## src/rtl/axi_burst_writer.sv

```systemverilog
// rtl/axi_burst_writer.sv - drains FIFO beats into one AXI4 INCR write burst per command
module axi_burst_writer #(
  parameter int DATA_WIDTH = 8,
  parameter int ADDR_WIDTH = 32,
  parameter int MAX_BURST  = 16
) (
  input  logic                    clk,
  input  logic                    rst,
  input  logic                    cmd_val,
  output logic                    cmd_rdy,
  input  logic [ADDR_WIDTH-1:0]   cmd_addr,
  input  logic [7:0]              cmd_len,
  input  logic                    in_val,
  output logic                    in_rdy,
  input  logic [DATA_WIDTH-1:0]   in_data,
  output logic [ADDR_WIDTH-1:0]   awaddr,
  output logic [7:0]              awlen,
  output logic [2:0]              awsize,
  output logic [1:0]              awburst,
  output logic                    awvalid,
  input  logic                    awready,
  output logic [DATA_WIDTH-1:0]   wdata,
  output logic [DATA_WIDTH/8-1:0] wstrb,
  output logic                    wlast,
  output logic                    wvalid,
  input  logic                    wready,
  input  logic [1:0]              bresp,
  input  logic                    bvalid,
  output logic                    bready,
  output logic                    done,
  output logic                    err
);

  localparam int BYTES = DATA_WIDTH / 8;

  typedef enum logic [2:0] {S_IDLE, S_ADDR, S_DATA, S_RESP, S_REJECT} state_t;

  state_t                  r_state;
  state_t                  w_next;
  logic [ADDR_WIDTH-1:0]   r_awaddr;
  logic [7:0]              r_awlen;
  logic [8:0]              r_cnt;
  logic                    r_wvalid;
  logic                    r_wlast;
  logic [DATA_WIDTH-1:0]   r_wdata;
  logic                    r_done;
  logic                    r_err;
  logic [31:0]             w_end;
  logic                    w_reject;
  logic                    w_pop;
  logic                    w_wxfer;

  // End offset of the burst within its 4 KB page; beyond 4096 the burst would cross it.
  assign w_end    = {20'd0, cmd_addr[11:0]} + ({24'd0, cmd_len} + 32'd1) * 32'(BYTES);
  assign w_reject = ({24'd0, cmd_len} > 32'(MAX_BURST - 1)) || (w_end > 32'd4096);
  assign w_pop    = in_val && in_rdy;
  assign w_wxfer  = r_wvalid && wready;

  always_ff @(posedge clk) begin
    if (rst) begin
      r_state <= S_IDLE;
    end else begin
      r_state <= w_next;
    end
  end

  always_comb begin
    w_next = r_state;
    case (r_state)
      S_IDLE:   if (cmd_val) w_next = w_reject ? S_REJECT : S_ADDR;
      S_ADDR:   if (awready) w_next = S_DATA;
      S_DATA:   if (w_wxfer && r_wlast) w_next = S_RESP;
      S_RESP:   if (bvalid) w_next = S_IDLE;
      S_REJECT: w_next = S_IDLE;
      default:  w_next = S_IDLE;
    endcase
  end

  always_comb begin
    cmd_rdy = 1'b0;
    awvalid = 1'b0;
    in_rdy  = 1'b0;
    bready  = 1'b0;
    case (r_state)
      S_IDLE: cmd_rdy = 1'b1;
      S_ADDR: awvalid = 1'b1;
      // Pop only while beats remain and the W register is free or draining this cycle.
      S_DATA: in_rdy  = ({1'b0, r_awlen} >= r_cnt) && (!r_wvalid || wready);
      S_RESP: bready  = 1'b1;
      default: ;
    endcase
  end

  always_ff @(posedge clk) begin
    if (rst) begin
      r_awaddr <= '0;
      r_awlen  <= '0;
      r_cnt    <= '0;
      r_wvalid <= 1'b0;
      r_wlast  <= 1'b0;
      r_wdata  <= '0;
      r_done   <= 1'b0;
      r_err    <= 1'b0;
    end else begin
      r_done <= 1'b0;
      r_err  <= 1'b0;
      if (r_state == S_IDLE && cmd_val) begin
        r_awaddr <= cmd_addr;
        r_awlen  <= cmd_len;
        r_cnt    <= '0;
        if (w_reject) begin
          r_done <= 1'b1;
          r_err  <= 1'b1;
        end
      end
      if (w_pop) begin
        r_wvalid <= 1'b1;
        r_wdata  <= in_data;
        r_wlast  <= (r_cnt == {1'b0, r_awlen});
        r_cnt    <= r_cnt + 9'd1;
      end else if (w_wxfer) begin
        r_wvalid <= 1'b0;
        r_wlast  <= 1'b0;
      end
      if (r_state == S_RESP && bvalid) begin
        r_done <= 1'b1;
        r_err  <= (bresp != 2'b00);
      end
    end
  end

  assign awaddr  = r_awaddr;
  assign awlen   = r_awlen;
  assign awsize  = 3'($clog2(BYTES));
  assign awburst = 2'b01;
  assign wdata   = r_wdata;
  assign wstrb   = '1;
  assign wlast   = r_wlast;
  assign wvalid  = r_wvalid;
  assign done    = r_done;
  assign err     = r_err;

endmodule
```

## config.mk

```make
export PLATFORM = sky130hd
export DESIGN_NAME = axi_burst_writer
export DESIGN_NICKNAME = d
export VERILOG_FILES = /design/src/rtl/axi_burst_writer.sv
export SDC_FILE = /design/constraint.sdc
export NUM_CORES = 1
export LEC_CHECK = 0
export CAP_MARGIN = 25
export CORE_MARGIN = 5
export CORE_UTILIZATION = 48
export DETAILED_ROUTE_END_ITERATION = 10
export GPL_ROUTABILITY_DRIVEN = 0
export PLACE_DENSITY = 0.87
export SLEW_MARGIN = 20
export SYNTH_ARGS = -nofsm -noshare
export SYNTH_HDL_FRONTEND = slang
export SYNTH_SLANG_ARGS = --single-unit
```

## constraint.sdc

```tcl
create_clock -name clk -period 5.1 [get_ports clk]
set_input_delay 1.02 -clock clk [delete_from_list [all_inputs] [get_ports clk]]
set_output_delay 1.02 -clock clk [all_outputs]
set_load 0.01 [all_outputs]
```

==> results of run 1 <==
-- registers in the layout, summed over array words and instances (netlist names) --
register / count
awaddr: 32
awlen: 8
done: 1
err: 1
r_cnt: 9
r_state: 3
wdata: 8
wlast: 1
wvalid: 1
-- cell type report --
cell class / count / area, um2 / area share
sequential: 64 / 1280 / 0.291
inverter: 15 / 56.3 / 0.0128
tap: 77 / 96.3 / 0.0219
multi-input combinational: 286 / 1640 / 0.373
timing repair buffer: 115 / 1140 / 0.259
clock buffer: 10 / 138 / 0.0313
clock inverter: 6 / 43.8 / 0.00995
-- stage by stage --
stage / cell area, um2 / std cells / utilization / total power [mW]
CTS: 4400 / 573 / 0.692 / 1.18
floorplan: 3130 / 391 / - / 0.665
detailed placement: 4220 / 557 / 0.664 / 0.778
global placement: 4220 / 557 / 0.664 / 0.772
global route: 4400 / 573 / 0.693 / 1.22
finish: 4400 / 573 / 0.693 / 1.17
-- cell usage in the layout, fill, tap and decap left out, types with 2 or more instances in the layout --
master / netlist / routed
sky130_fd_sc_hd__clkdlybuf4s50_1: 0 / 111
sky130_fd_sc_hd__nand2_1: 92 / 92
sky130_fd_sc_hd__dfxtp_1: 64 / 64
sky130_fd_sc_hd__a21oi_1: 49 / 49
sky130_fd_sc_hd__nor2_1: 26 / 26
sky130_fd_sc_hd__ha_1: 17 / 17
sky130_fd_sc_hd__inv_1: 15 / 15
sky130_fd_sc_hd__o21ai_0: 12 / 12
sky130_fd_sc_hd__nand3_1: 10 / 10
sky130_fd_sc_hd__clkbuf_8: 0 / 10
sky130_fd_sc_hd__mux2i_1: 8 / 8
sky130_fd_sc_hd__nor3_1: 6 / 6
sky130_fd_sc_hd__a211oi_1: 6 / 6
sky130_fd_sc_hd__or3_1: 6 / 6
sky130_fd_sc_hd__conb_1: 2 / 6
sky130_fd_sc_hd__nand2b_1: 4 / 4
sky130_fd_sc_hd__o21a_1: 4 / 4
sky130_fd_sc_hd__xor2_1: 4 / 4
sky130_fd_sc_hd__a31oi_1: 4 / 4
sky130_fd_sc_hd__buf_4: 6 / 4
sky130_fd_sc_hd__a41oi_1: 3 / 3
sky130_fd_sc_hd__nand3b_1: 3 / 3
sky130_fd_sc_hd__a21o_1: 2 / 2
sky130_fd_sc_hd__nor4_1: 2 / 2
sky130_fd_sc_hd__and3_1: 2 / 2
sky130_fd_sc_hd__mux2_2: 2 / 2
sky130_fd_sc_hd__clkinv_4: 0 / 2
sky130_fd_sc_hd__clkinv_2: 0 / 2
-- kinds of logic after synthesis --
group | share of synthesized area
buf+inv | 0.0663
simple gates | 0.218
fa+ha+maj | 0.0747
xor+xnor | 0.0112
mux | 0.0329
compound gates | 0.183
other cells | 0.00241
flops | 0.411
-- synthesized netlist by cell type (2+ instances only) --
library cell               instances
sky130_fd_sc_hd__o21a_1            4
sky130_fd_sc_hd__mux2_2            2
sky130_fd_sc_hd__nand3_1          10
sky130_fd_sc_hd__conb_1            2
sky130_fd_sc_hd__buf_2             6
sky130_fd_sc_hd__o21ai_0          12
sky130_fd_sc_hd__a21o_1            2
sky130_fd_sc_hd__dfxtp_1          64
sky130_fd_sc_hd__or3_1             6
sky130_fd_sc_hd__nand2_1          92
sky130_fd_sc_hd__buf_4             6
sky130_fd_sc_hd__nand2b_1          4
sky130_fd_sc_hd__a211oi_1          6
sky130_fd_sc_hd__xor2_1            4
sky130_fd_sc_hd__inv_1            15
sky130_fd_sc_hd__nor4_1            2
sky130_fd_sc_hd__nor2_1           26
sky130_fd_sc_hd__a41oi_1           3
sky130_fd_sc_hd__buf_6             3
sky130_fd_sc_hd__and3_1            2
sky130_fd_sc_hd__clkbuf_1         11
sky130_fd_sc_hd__mux2i_1           8
sky130_fd_sc_hd__nand3b_1          3
sky130_fd_sc_hd__a31oi_1           4
sky130_fd_sc_hd__a21oi_1          49
sky130_fd_sc_hd__nor3_1            6
sky130_fd_sc_hd__ha_1             17
-- critical path, stage by stage --
cell and delay [ns]:
sky130_fd_sc_hd__clkdlybuf4s50_1 0.51, sky130_fd_sc_hd__nand2b_1 0.14, sky130_fd_sc_hd__and4b_1 0.20, sky130_fd_sc_hd__o21ai_0 0.17, sky130_fd_sc_hd__nor2_1 0.19, sky130_fd_sc_hd__clkdlybuf4s50_1 0.56
-- report_power, final --
group          internal [mW]  leakage [nW]  switching (mW)  total [mW]
registers              0.522         0.523          0.0128       0.535
clock network          0.191        0.0926           0.211       0.402
logic                  0.121          1.03           0.114       0.235
-- worst paths after layout --
path                        endpoint               startpoint  cells past startpoint  slack [ns]
min reg2reg  awaddr[16]$_SDFFE_PP0P_  awaddr[16]$_SDFFE_PP0P_                      2        0.46
max                           in_rdy                   wready                      6        1.30
min          awaddr[16]$_SDFFE_PP0P_  awaddr[16]$_SDFFE_PP0P_                      2        0.46
max reg2reg    wdata[6]$_SDFFE_PP0P_    r_cnt[5]$_SDFFE_PP0P_                      8        2.37
-- per-layer routing --
metal	share of wire	vias up	track usage
met3	0.081	27	0.0658
li1	-	1520	-
met4	0.027	0	0.0744
met5	0	-	0
met2	0.49	123	0.360
met1	0.40	1411	0.247
==> out/results.md, run 1 <==
| Stage | Quantity | Reported |
| --- | --- | --- |
| die | Die height | 90.6 um |
| synth | Count of different cell masters after synthesis | 45 |
| sta | Worst max-slew margin expressed relative to the limit | 0.463 |
| clocking | Number of gates given a new drive strength after cts | 0 |
| grt | Initial antenna violation count | 0 |
| grt | First-pass GRT wire length | 14400 um |
| synth | Top area cells in the synthesized netlist | sky130_fd_sc_hd__dfxtp_1 41%, sky130_fd_sc_hd__nand2_1 11%, sky130_fd_sc_hd__a21oi_1 7.9% |
| grt | Largest net degree at the start of global routing | 63 |
| synth | Library cell occupying the most area in the post-synthesis netlist | sky130_fd_sc_hd__dfxtp_1 |
| sta | Worst-Margin Slew | 0.804 ns |
| sta | Final Skew | 0.00979 ns |
| clocking | Clock-pin slew of the registers on the worst-case setup and hold paths | 0.08 ns |
| drt | Iteration-0 DRC Markers | 139 |
| worst hold path | Hold crit path type | flip-flop to flip-flop |
| final layout | Area growth, synth to finish | 41.2% |
| setup path | Worst Setup End Kind | primary output |
| setup path | Highest net fanout along the worst path | 3 |
| clocking | Clock buffer count from CTS | 9 |
| synth | Post-synth EDFFs | 0 |
| sta | Setup repair after global routing missed its margin | false |
| clocking | Buffer cell driving the clock tree root | sky130_fd_sc_hd__clkbuf_8 |
| sta | Min cycle time layout | 3.80 ns |
| setup path | Critical path launch point type | input pin |
| setup path | Type of the worst setup path | input pin to primary output |
| drt | Total number of vias | 3081 |
| final layout | Filler Cell Count | 530 |
| power and ir drop | Peak supply drop | 0.242 mV |
| grt | Number of global-route vias before repair | 3025 |
| clocking | Number of post-CTS setup repair buffers | 0 |
| sta | Final period utilization | 0.746 |
| clocking | Total of hold buffers inserted after clock tree synthesis | 0 |
| die | Die area | 8200 um2 |
| run status | Outcome | finished, final reports clean |
| synth | Syn Std Cell Area | 3120 um2 |
| drt | Final ANT Viol Nets | 0 |
| power and ir drop | Power density over the cells | 266 nW/um2 |
| clocking | Clk_lat worst skew | 0.33 ns |
| drt | Pre-Repair DR Iteration Count | 6 |
| clocking | Max Buffers Root-to-Sink | 2 |
| placement | Port Buffer Count | 112 |
| die | Initial cell density of the core | 0.491 |
| grt | Residual overflow from global routing | 0 |
| sta | Worst Hold Margin | 0.455 ns |
| setup path | Data arrival at the endpoint of the critical path | 2.78 ns |
| synth | Yosys warns | 0 |
| drt | Routed wire length | 8790 um |
| placement | DP HPWL | 6490 um |
| drt | Number of remaining DRC errors | 0 |
| drt | Detailed-route wire length per cell | 15.3 um |
| die | Core Box Area | 6350 um2 |
| sta | Hold Fails Final Rpt | 0 |
| sta | Final slew viol count | 0 |
| synth | Proportion of synthesized flip-flops having asynchronous set or reset | 0 |
| sta | Setup Viol. Count Final | 0 |
| clocking | Max H-tree Level | 3 |
| placement | Post-Place Worst Slack | 1.30 ns |
| sta | Sum Neg Setup Slack | 0 ns |
| flow run | Maxcap violations | 0 |
| setup path | Worst EP required | 4.08 ns |
| clocking | Number of sinks on the clock net | 64 |
| synth | Post-synthesis average cell area | 8.05 um2 |
| die | Count of pins on the block boundary | 119 |
| power and ir drop | Leakage | 1.64 nW |
| final layout | Fraction of layout instances using a drive strength above 1 | 0.0504 |
| synth | Yosys top cell area share | 0.411 |
| die | Row count | 29 |
| synth | Top FF cell, synth | sky130_fd_sc_hd__dfxtp_1 |
| synth | Total of flip-flops plus latches after synthesis | 64 |
| final layout | Number of diodes | 0 |
| sta | Slack of the critical path | 1.30 ns |
| drt | Via density | 5.38 |
| synth | Syn Inst Count | 387 |
| die | Die W | 90.6 um |
| final layout | Final-stage net count | 566 |
| clocking | TritonCTS clock tree | yes |
| synth | Proportion of synthesized chip area in sequential cells | 0.411 |
| sta | Top achievable clock speed | 0.263 GHz |
| grt | Total track usage | 0.211 |
Note: power is estimated with default switching activity, not from simulation.
==> run 2: changes to the inputs <==
- CORE_UTILIZATION: 48 -> 44
- PLACE_DENSITY: 0.87 -> 0.81
- clock period: 5.1 -> 3.9 ns (I/O delays scaled with it)
==> run 2 against run 1 <==
  * Clock power up 79%
  * Clock skew up 0.00071 ns
  * Sequential power up 31%
  * Final cell count up 3.8%
  * Flip-flop and latch count unchanged
  * Via count down 2.5%
  * Die area up 8.1%
  * Sequential share of layout area down 0.74 points
  * Largest cell class unchanged
  * Largest power group is now the clock network
==> out/results.md, run 2 (synthesis gave the netlist of run 1 again) <==
| Stage | Quantity | Reported |
| --- | --- | --- |
| run status | Outcome | finished, final reports clean |
| die | Row count | 30 |
| worst hold path | Hold crit path type | flip-flop to flip-flop |
| worst hold path | Worst min-delay path startpoint | awaddr[30]$_SDFFE_PP0P_ |
| setup path | Cells traversed along the worst timing path | clkdlybuf4s50_1 > nand2b_1 > and4b_1 > o21ai_0 > nor2_1 > clkdlybuf4s50_1 |
| sta | Worst max-slew margin expressed relative to the limit | 0.539 |
| power and ir drop | Power density over the cells | 383 nW/um2 |
| clocking | Clock-pin slew of the registers on the worst-case setup and hold paths | 0.07 ns |
| clocking | Total of hold buffers inserted after clock tree synthesis | 0 |
| die | Core Box Area | 6830 um2 |
| clocking | Number of gates given a new drive strength after cts | 0 |
| setup path | Largest incremental delay on the critical path | 0.55 ns |
| drt | Iteration-0 DRC Markers | 155 |
| setup path | Data arrival at the endpoint of the critical path | 2.50 ns |
| final layout | Commonest cells after routing, fill and taps aside | 111 x sky130_fd_sc_hd__clkdlybuf4s50_1, 92 x sky130_fd_sc_hd__nand2_1, 64 x sky130_fd_sc_hd__dfxtp_1 |
| final layout | Area growth, synth to finish | 44.9% |
| grt | Initial antenna violation count | 0 |
| die | Die area | 8860 um2 |
| setup path | Type of the worst setup path | input pin to primary output |
| sta | Final slew viol count | 0 |
| clocking | Number of sinks on the clock net | 64 |
| clocking | Max Buffers Root-to-Sink | 2 |
| drt | Via density | 5.05 |
| sta | Final period utilization | 0.841 |
| setup path | Critical path launch point type | input pin |
| setup path | Register-to-register setup slack | 1.39 ns |
| drt | Number of remaining DRC errors | 0 |
| sta | Worst Hold Margin | 0.455 ns |
| sta | Setup Viol. Count Final | 0 |
| worst hold path | Worst Hold Depth | 2 |
| setup path | Cell depth of the worst flop-to-flop path | 10 |
| grt | Number of global-route vias before repair | 2978 |
| flow run | Maxcap violations | 0 |
| clocking | Buffer cell driving the clock tree root | sky130_fd_sc_hd__clkbuf_8 |
| drt | Final ANT Viol Nets | 0 |
| die | Die W | 94.1 um |
| clocking | TritonCTS clock tree | yes |
| drt | Pre-Repair DR Iteration Count | 4 |
| power and ir drop | Peak supply drop | 0.298 mV |
| worst hold path | Worst hold path endpoint | awaddr[30]$_SDFFE_PP0P_ |
| power and ir drop | Leakage | 1.69 nW |
| placement | DP HPWL | 6680 um |
| grt | Total track usage | 0.201 |
| clocking | Number of post-CTS setup repair buffers | 0 |
| setup path | Reg-to-reg critical path endpoint | r_cnt[1]$_SDFFE_PP0P_ |
| final layout | Number of diodes | 0 |
| clocking | Max H-tree Level | 3 |
| final layout | Most common cell after layout, fill and taps aside | sky130_fd_sc_hd__clkdlybuf4s50_1 |
| final layout | Final-stage net count | 569 |
| drt | Detailed-route wire length per cell | 14.9 um |
| grt | First-pass GRT wire length | 14000 um |
| final layout | Max reg flops | 32 |
| sta | Setup repair after global routing missed its margin | false |
| final layout | Fraction of layout instances using a drive strength above 1 | 0.0561 |
| grt | Residual overflow from global routing | 0 |
| clocking | Clk_lat worst skew | 0.34 ns |
| sta | Min cycle time layout | 3.28 ns |
| grt | Largest net degree at the start of global routing | 37 |
| sta | Hold Fails Final Rpt | 0 |
| placement | Port Buffer Count | 112 |
| setup path | RR Startpoint | r_cnt[4]$_SDFFE_PP0P_ |
| setup path | Most numerous cell on the critical path | sky130_fd_sc_hd__clkdlybuf4s50_1 |
| drt | Routed wire length | 8870 um |
| sta | Worst-Margin Slew | 0.691 ns |
| die | Initial cell density of the core | 0.456 |
| sta | Final Skew | 0.0105 ns |
| die | Die height | 94.1 um |
| setup path | Slowest library cell on the worst path | sky130_fd_sc_hd__clkdlybuf4s50_1 |
| setup path | Worst Setup End Kind | primary output |
| sta | Sum Neg Setup Slack | 0 ns |
| drt | Total number of vias | 3003 |
| setup path | Worst EP required | 3.12 ns |
| clocking | Clock buffer count from CTS | 9 |
| die | Count of pins on the block boundary | 119 |
| sta | Top achievable clock speed | 0.305 GHz |
| setup path | Highest net fanout along the worst path | 3 |
==> run 2: metal layers <==
metal,share of wire,global-route usage,wire length [um]
met1,0.42,0.238,3690
met2,0.49,0.337,4340
met3,0.073,0.0537,645
met4,0.022,0.0939,193
met5,0,0,0
==> run 2: final cells by class <==
| type | count | area [um2] |
|---|---|---|
| flip-flops and latches | 64 | 1280 |
| fillers | 592 | 2320 |
| multi-input cells | 286 | 1640 |
| repair buffers | 118 | 1160 |
| clock buffers | 10 | 138 |
| well taps | 96 | 120 |
| clock inverters | 6 | 115 |
| inverters | 15 | 56.3 |
==> run 2: worst max-delay path: cells and delay by family <==
kind	cells	cell delay, ns
buf+inv	2	1.04
simple gates	3	0.48
compound gates	1	0.20
==> run 2: stage by stage <==
stage               total power [mW]  setup slack, ns  instances  area [um2]   util
finish                          1.73            0.619        595        4510  0.661
global route                    1.80            0.534        595        4510  0.661
global placement                1.01            0.652        579        4260  0.624
floorplan                      0.870             1.32        391        3130      -
CTS                             1.74            0.632        595        4510  0.661
detailed placement              1.02            0.490        579        4260  0.624
==> run 2: how the worst max path moves through the flow <==
stage,startpoint,end,cells after the start
2_1_floorplan,cmd_addr[0],err$_SDFF_PP0_,10
3_3_place_gp,wready,in_rdy,6
3_5_place_dp,cmd_addr[0],done$_SDFF_PP0_,11
4_1_cts,wready,in_rdy,6
5_1_grt,wready,in_rdy,6
6_report,wready,in_rdy,6
==> run 2: power breakdown <==
group          total [mW]  leakage, nW  internal [mW]  switching (mW)
sequential          0.700        0.523          0.683          0.0168
clock               0.720        0.123          0.445           0.274
combinational       0.308         1.04          0.160           0.148
==> run 3: changes to the inputs <==
- clock period: 3.9 -> 3.4 ns (I/O delays scaled with it)
==> run 3 against run 2 <==
  * Wire length is 1.5% lower
  * Worst hold slack worse by 0.0036 ns
  * Cell area is 0.44% lower
  * Sequential share of layout area is 0.13 points higher
  * Clock power is 1% higher
  * Critical endpoint unchanged
==> out/results.md, run 3 (synthesis gave the netlist of run 1 again) <==
| Stage | Quantity | Reported |
| --- | --- | --- |
| run status | Outcome | finished, final reports clean |
| sta | Min cycle time layout | 3.09 ns |
| power and ir drop | Power density over the cells | 420 nW/um2 |
| setup path | Critical path launch point type | input pin |
| setup path | Cell depth of the worst flop-to-flop path | 9 |
| setup path | Worst EP required | 2.72 ns |
| sta | Worst Hold Margin | 0.452 ns |
| final layout | Commonest cells after routing, fill and taps aside | 111 x sky130_fd_sc_hd__clkdlybuf4s50_1, 92 x sky130_fd_sc_hd__nand2_1, 64 x sky130_fd_sc_hd__dfxtp_1 |
| setup path | Register-to-register setup slack | 1.05 ns |
| drt | Routed wire length | 8730 um |
| setup path | Total stage count of the critical path | 6 |
| sta | Sum Neg Setup Slack | 0 ns |
| clocking | Number of post-CTS setup repair buffers | 0 |
| power and ir drop | Peak supply drop | 0.271 mV |
| sta | Setup Viol. Count Final | 0 |
| placement | Cell area reported after detailed placement | 4270 um2 |
| sta | Final Skew | 0.00358 ns |
| drt | Final ANT Viol Nets | 0 |
| sta | Worst-Margin Slew | 0.708 ns |
| final layout | Number of diodes | 0 |
| setup path | RR Startpoint | r_cnt[4]$_SDFFE_PP0P_ |
| setup path | Largest incremental delay on the critical path | 0.54 ns |
| final layout | Final std cell area, no fill | 4490 um2 |
| die | Die area | 8860 um2 |
| final layout | Combined area of the multi-input logic cells | 1640 um2 |
| drt | Detailed-route wire length per cell | 14.7 um |
| clocking | TritonCTS clock tree | yes |
| die | Die W | 94.1 um |
| flow run | Maxcap violations | 0 |
| sta | Top achievable clock speed | 0.323 GHz |
| setup path | Most numerous cell on the critical path | sky130_fd_sc_hd__clkdlybuf4s50_1 |
| clocking | Clk_lat worst skew | 0.34 ns |
| setup path | Cells traversed along the worst timing path | clkdlybuf4s50_1 > nand2b_1 > and4b_1 > o21ai_0 > nor2_1 > clkdlybuf4s50_1 |
| setup path | Critical Path Start | wready |
| die | Row count | 30 |
| setup path | Worst Setup End Kind | primary output |
| clocking | Max Buffers Root-to-Sink | 2 |
| final layout | Most common cell after layout, fill and taps aside | sky130_fd_sc_hd__clkdlybuf4s50_1 |
| setup path | Type of the worst setup path | input pin to primary output |
| sta | Setup repair after global routing missed its margin | false |
| grt | Initial antenna violation count | 0 |
| die | Die height | 94.1 um |
| clocking | Buffer cell driving the clock tree root | sky130_fd_sc_hd__clkbuf_8 |
| drt | Via density | 5.16 |
| placement | Port Buffer Count | 112 |
| grt | First-pass GRT wire length | 13800 um |
| setup path | End point of the critical path | in_rdy |
| clocking | Total of hold buffers inserted after clock tree synthesis | 0 |
| setup path | Highest net fanout along the worst path | 3 |
| worst hold path | Hold crit path type | flip-flop to flip-flop |
| final layout | Fraction of layout instances using a drive strength above 1 | 0.0522 |
| final layout | Sequential cell area | 1280 um2 |
| drt | Number of remaining DRC errors | 0 |
| power and ir drop | Overall power after layout | 1.89 mW |
| power and ir drop | Leakage | 1.68 nW |
| die | Core Box Area | 6830 um2 |
| final layout | Filler Cell Count | 584 |
| die | Count of pins on the block boundary | 119 |
| setup path | Data arrival at the endpoint of the critical path | 2.41 ns |
| setup path | Slowest library cell on the worst path | sky130_fd_sc_hd__clkdlybuf4s50_1 |
| grt | Total track usage | 0.197 |
| clocking | Number of sinks on the clock net | 64 |
| setup path | Buffers plus inverters on the worst setup path | 2 |
| final layout | Area growth, synth to finish | 44.3% |
| drt | Total number of vias | 3068 |
| placement | DP HPWL | 6650 um |
| placement | Number of placed cells counting well taps | 579 |
| drt | Iteration-0 DRC Markers | 130 |
| clocking | Max H-tree Level | 3 |
| drt | Pre-Repair DR Iteration Count | 6 |
| clocking | Clock-pin slew of the registers on the worst-case setup and hold paths | 0.07 ns |
| setup path | Reg-to-reg critical path endpoint | r_cnt[5]$_SDFFE_PP0P_ |
| sta | Final period utilization | 0.910 |
| final layout | Final-stage net count | 569 |
| grt | Largest net degree at the start of global routing | 40 |
| sta | Final slew viol count | 0 |
| grt | Number of global-route vias before repair | 2917 |
| grt | Residual overflow from global routing | 0 |
| setup path | Top Family by Delay on Critical Path | buffers and inverters |
| clocking | Number of gates given a new drive strength after cts | 0 |
| die | Initial cell density of the core | 0.456 |
| final layout | Post-layout instance count excluding filler cells | 594 |
| sta | Hold Fails Final Rpt | 0 |
| sta | Worst max-slew margin expressed relative to the limit | 0.528 |
| final layout | Max reg flops | 32 |
| clocking | Clock buffer count from CTS | 9 |
[run 3: cell types whose count changed in the layout (fill, tap and decap cells not counted), sizes merged]
| cell | before | now |
|---|---|---|
| clkbuf | 10 | 12 |
| bufinv | 3 | 2 |
| clkinvlp | 1 | 0 |
| inv | 16 | 15 |
[run 3: cell type report]
| type | count | share of cell area |
|---|---|---|
| multi-input cells | 286 | 0.366 |
| flip-flops and latches | 64 | 0.285 |
| repair buffers | 118 | 0.261 |
| clock buffers | 12 | 0.0345 |
| well taps | 96 | 0.0267 |
| clock inverters | 3 | 0.0145 |
| inverters | 15 | 0.0125 |
[run 3: where the power goes]
part,switching (mW),internal (mW)
combinational,0.167,0.186
sequential,0.0202,0.784
clock,0.282,0.448
[run 3: worst min-delay path: stages (launching register included)]
cell and delay [ns]:
sky130_fd_sc_hd__dfxtp_1 0.31, sky130_fd_sc_hd__nand2_1 0.05, sky130_fd_sc_hd__a21oi_1 0.05
[run 3: per-layer routing]
metal | global-route usage | vias to the layer above | share of wire
met1 | 0.236 | 1410 | 0.41
met5 | 0 | - | 0
met4 | 0.0698 | 0 | 0.015
met2 | 0.317 | 117 | 0.49
met3 | 0.0801 | 16 | 0.088
li1 | - | 1525 | -
[run 3: through the flow]
step	worst slack, ns	utilization
floorplan	0.918	-
global placement	0.318	0.626
detailed placement	0.216	0.626
CTS	0.302	0.658
global route	0.177	0.658
finish	0.306	0.658
[run 3: worst min path at each step]
stage	slack (ns)	end	from	depth (start not counted)
finish	0.45	awaddr[30]$_SDFFE_PP0P_	awaddr[30]$_SDFFE_PP0P_	2
global route	0.47	awaddr[23]$_SDFFE_PP0P_	awaddr[23]$_SDFFE_PP0P_	2
floorplan	0.44	r_state[1]$_SDFFE_PP0P_	r_state[2]$_SDFFE_PP0P_	1
global placement	0.44	awaddr[17]$_SDFFE_PP0P_	awaddr[17]$_SDFFE_PP0P_	2
detailed placement	0.45	awaddr[30]$_SDFFE_PP0P_	awaddr[30]$_SDFFE_PP0P_	2
CTS	0.45	awaddr[30]$_SDFFE_PP0P_	awaddr[30]$_SDFFE_PP0P_	2
==> variant 1: new RTL, flow settings as in run 3 <==
The parameter `DATA_WIDTH` goes from 8 to 32.
--- a/src/rtl/axi_burst_writer.sv
+++ b/src/rtl/axi_burst_writer.sv
@@ -2,3 +2,3 @@
 module axi_burst_writer #(
-  parameter int DATA_WIDTH = 8,
+  parameter int DATA_WIDTH = 32,
   parameter int ADDR_WIDTH = 32,
Ports: changed (resized in_data, wdata and wstrb); port bits go from 119 to 170. No check against the original RTL was run, so the function may have changed too.
==> variant 1 against run 3 <==
Sequential cell count up 24. Sequential share of layout area up 1.1 points. Sequential power up 34%. Wire length up 40%. Setup slack worse by 0.18 ns. Power up 14%. Area after synthesis up 32%. Final area up 32%. Global-route usage up 0.88 points. Highest routed layer unchanged.
==> variant 1: results (changes against run 3) <==
[clock_network]
post_cts_buffers=0  ; unchanged
cts_sinks=88  ; +38%
cts.repair.resized=0  ; unchanged
clk_pin_slew_ns=0.08

[setup_path]
crit_arrival_ns=3.54  ; +1.13 ns
crit_fanout=6  ; +3
cpPeakStageDelay_ns=0.51  ; -0.03 ns
cp_slowest_cell=clkdlybuf4s50_1
path_delay_family=compound AO/OA/AOI/OAI gates

[detailed_routing]
wl_met2_um=6198  ; +44%
top_layer=met4
drt-pass1-iter-count=5  ; -1
routed_via_density=5.230  ; +1.3%
wire_per_inst_um=15.38  ; +4.7%
dr_wl_met3_um=876  ; +14%
drtIter0Drc=237  ; +82%
wl_um=12260  ; +40%
met1_length_um=5018  ; +42%

[cells_and_area]
ff_latch_area_um2=1762  ; +37%
nNonClkInverters=14  ; -1
clkCellAreaFrac_pct=2.837  ; -2.1 points
multiInputGateArea_um2=2132  ; +30%
num-nonclk-buffers=172  ; +46%
multi_input_gates=397  ; +39%
bufAreaShareNonClock_pct=28.54  ; +2.4 points
fillers=790  ; +35%
stdcell_area_um2=5953  ; +32%
drive_above_1_share_pct=5.102  ; -0.12 points
n_clock_buffer=9  ; -3

[global_route]
met1_usage_pct=24.23  ; +0.64 points
grt_util_all_layers_pct=20.59  ; +0.88 points
grt_max_degree=50  ; +25%
grt_first_pass_wirelength_um=19050  ; +38%
grt_util_met2_pct=36.38  ; +4.6 points
grt_pass1_vias=3982  ; +37%
use_met3_pct=6.011  ; -2.0 points

[place]
dp_cells=782  ; +35%
dpl.hpwl_um=9329  ; +40%
dp_slack_ns=-0.1716  ; -0.3876 ns
place_area_um2=5784  ; +35%
portBuffers=160  ; +43%

[logic_synthesis]
syn_avg_cell_area_um2=7.726  ; -4.0%
ys_seq_area_share_pct=42.94  ; +1.8 points
synth_common_cells=nand2_1 (160), dfxtp_1 (88), a21oi_1 (85), clkbuf_1 (27), ha_1 (20)
ys_warn_count=0  ; unchanged
synth_area_leaders=dfxtp_1 (43%), nand2_1 (15%), a21oi_1 (10%)
ys_types=48  ; +6.7%

[sta]
worst_pin_slew_ns=0.9371  ; +0.2287 ns
hold_violations=0  ; unchanged
clock_skew_ns=0.006474  ; +0.002889 ns

[power_and_ir_drop]
leakagePower_nw=2.202  ; +31%
power.switching_w=0.0005989  ; +28%
p_clk_w=0.000637  ; -13%
ir_drop_uv=225.7  ; -17%
pg_comb_w=0.000429  ; +22%
combPwrFrac_pct=20.0  ; +1.3 points

[run_status]
status=finished clean

==> variant 1: cell types whose count changed in the layout (fill, tap and decap cells not counted), moves of 4 or more <==
cell	change
and3_1	+4
clkdlybuf4s50_1	+48
a211oi_1	-4
nand2_1	+68
a21oi_1	+36
or3_1	-4
buf_4	+6
dfxtp_1	+24
nor2_1	-13
xnor2_1	+4
mux2i_1	-6
==> variant 1: kinds of logic after synthesis <==
family,synth area share [%]
compound gates,18.02
xor+xnor,1.921
fa+ha+maj,6.587
simple gates,23.73
flops,42.94
buf+inv,5.855
other cells,0.1831
mux,0.7624
==> variant 1: path summary, 6_finish.rpt <==
check	start	endpoint	slack (ns)	cells past startpoint
worst max-delay path	cmd_len[0]	err	0.13	12
worst min-delay path	awaddr[0]	awaddr[0]	0.46	2
worst max register to register	r_cnt[5]	r_cnt[3]	0.69	9
worst min register to register	awaddr[0]	awaddr[0]	0.46	2
==> variant 2: new RTL, config.mk and constraints of run 3 <==
Without the edit above. Put one more register stage on the output `err`, with the module's reset. The value now appears one clock later. The other outputs are not delayed to match.
--- a/src/rtl/axi_burst_writer.sv
+++ b/src/rtl/axi_burst_writer.sv
@@ -140,3 +140,9 @@
   assign done    = r_done;
-  assign err     = r_err;
+  always_ff @(posedge clk) begin
+    if (rst) begin
+      err <= '0;
+    end else begin
+      err <= r_err;
+    end
+  end
 
Behaviour: not the same (Yosys sat finds a counterexample within 4 cycles, from zero or initial values and one cycle with rst high).
==> variant 2 against run 3 <==
Sequential cell count up 1. Power is 1.7% lower. Cell count decreased by 0.67%. Setup slack improved by 0.021 ns. First-iteration DRC count up 45%. Combinational power down 5%. Final area decreased by 0.11%. Wire length increased by 2.4%. Count of clock-buffer cells in the layout decreased by 1. Area after synthesis hardly changed. Largest cell class unchanged.
==> variant 2: results (changes against run 3) <==
[run_status]
status=finished clean

[clock_network]
post_cts_buffers=0  ; unchanged

[sta]
clock_skew_ns=0.01099  ; +0.007404 ns
maxSlewHeadroom_pct=36.98  ; -16 points

[global_route]
grt_first_pass_wirelength_um=14140  ; +2.3%
grt_util_all_layers_pct=20.26  ; +0.55 points
grt_max_degree=38  ; -5.0%
grt_pass1_vias=2986  ; +2.4%

[setup_path]
path_delay_family=compound AO/OA/AOI/OAI gates
cpPeakStageDelay_ns=0.49  ; -0.05 ns
crit_arrival_ns=2.39  ; -0.02 ns
crit_fanout=6  ; +3

[power_and_ir_drop]
ir_drop_uv=352.9  ; +30%
leakagePower_nw=1.692  ; +0.44%

[logic_synthesis]
synth_area_leaders=dfxtp_1 (42%), nand2_1 (11%), a21oi_1 (9.2%)
synth_top_flop_cell=dfxtp_1
postSynthCellCount=385  ; -0.52%
ys_seq_area_share_pct=41.75  ; +0.63 points
ys_types=46  ; +2.2%
synth_common_cells=nand2_1 (88), dfxtp_1 (65), a21oi_1 (57), ha_1 (17), clkbuf_1 (16)

[cells_and_area]
drive_above_1_share_pct=5.263  ; +0.042 points
fillers=583  ; -0.17%
fin_nets=564  ; -0.88%

[place]
place_area_um2=4277  ; about the same
dpl.hpwl_um=6623  ; -0.42%

[detailed_routing]
vias=3101  ; +1.1%
drtIter0Drc=188  ; +45%
wire_per_inst_um=15.16  ; +3.1%

[variant 2: changes by cell type in the layout (fill, tap and decap cells not counted), sizes merged, moves of 4 or more]
cell,delta
a21oi,+8
o21ai,-6
nand2,-4
nor2,-11
[variant 2: through the flow]
stage,worst slack [ns],utilization [%],cells
final,0.3270,65.71,590
after detailed placement,0.2441,62.60,574
after global routing,0.2289,65.71,590
after floorplan,0.8853,-,389
after CTS,0.2981,65.71,590
after global placement,0.3331,62.60,574
[variant 2: cells by family after synthesis]
logic type,count (synthesis),share of synthesized area [%]
AOI/OAI and AO/OA,91,17.30
muxes,8,2.569
buffers and inverters,39,5.620
DFF,65,41.75
xor gates and xnor gates,4,1.124
adders and majority gates,18,7.467
other,2,0.2410
and+or+nand+nor,158,23.93
[variant 2: power breakdown]
group          total (W)  internal (W)  switching, W
registers       0.000815      0.000793     0.0000218
logic           0.000334      0.000175      0.000159
clock network   0.000706      0.000384      0.000322
total            0.00186       0.00135      0.000503
[variant 2: final timing paths]
check        slack (ns)    endpoint        from  cells after the start
max reg2reg        0.99    r_cnt[6]    r_cnt[7]                      8
min                0.45  awaddr[30]  awaddr[30]                      2
max                0.33      in_rdy    r_cnt[7]                      7
min reg2reg        0.45  awaddr[30]  awaddr[30]                      2
[variant 2: per-layer routing]
metal | track usage, % | vias up | wire (µm)
met3 | 4.888 | 12 | 442
met4 | 8.063 | 0 | 161
met5 | 0 | - | 0
met1 | 22.99 | 1473 | 3586
li1 | - | 1529 | -
met2 | 36.17 | 87 | 4752
[variant 2: cell type report]
class | count | area share (%)
Multi-Input combinational cell | 285 | 36.98
Sequential cell | 65 | 28.99
Timing Repair Buffer | 117 | 25.70
Clock buffer | 11 | 3.372
Tap cell | 96 | 2.676
Clock inverter | 5 | 1.366
Inverter | 11 | 0.9197
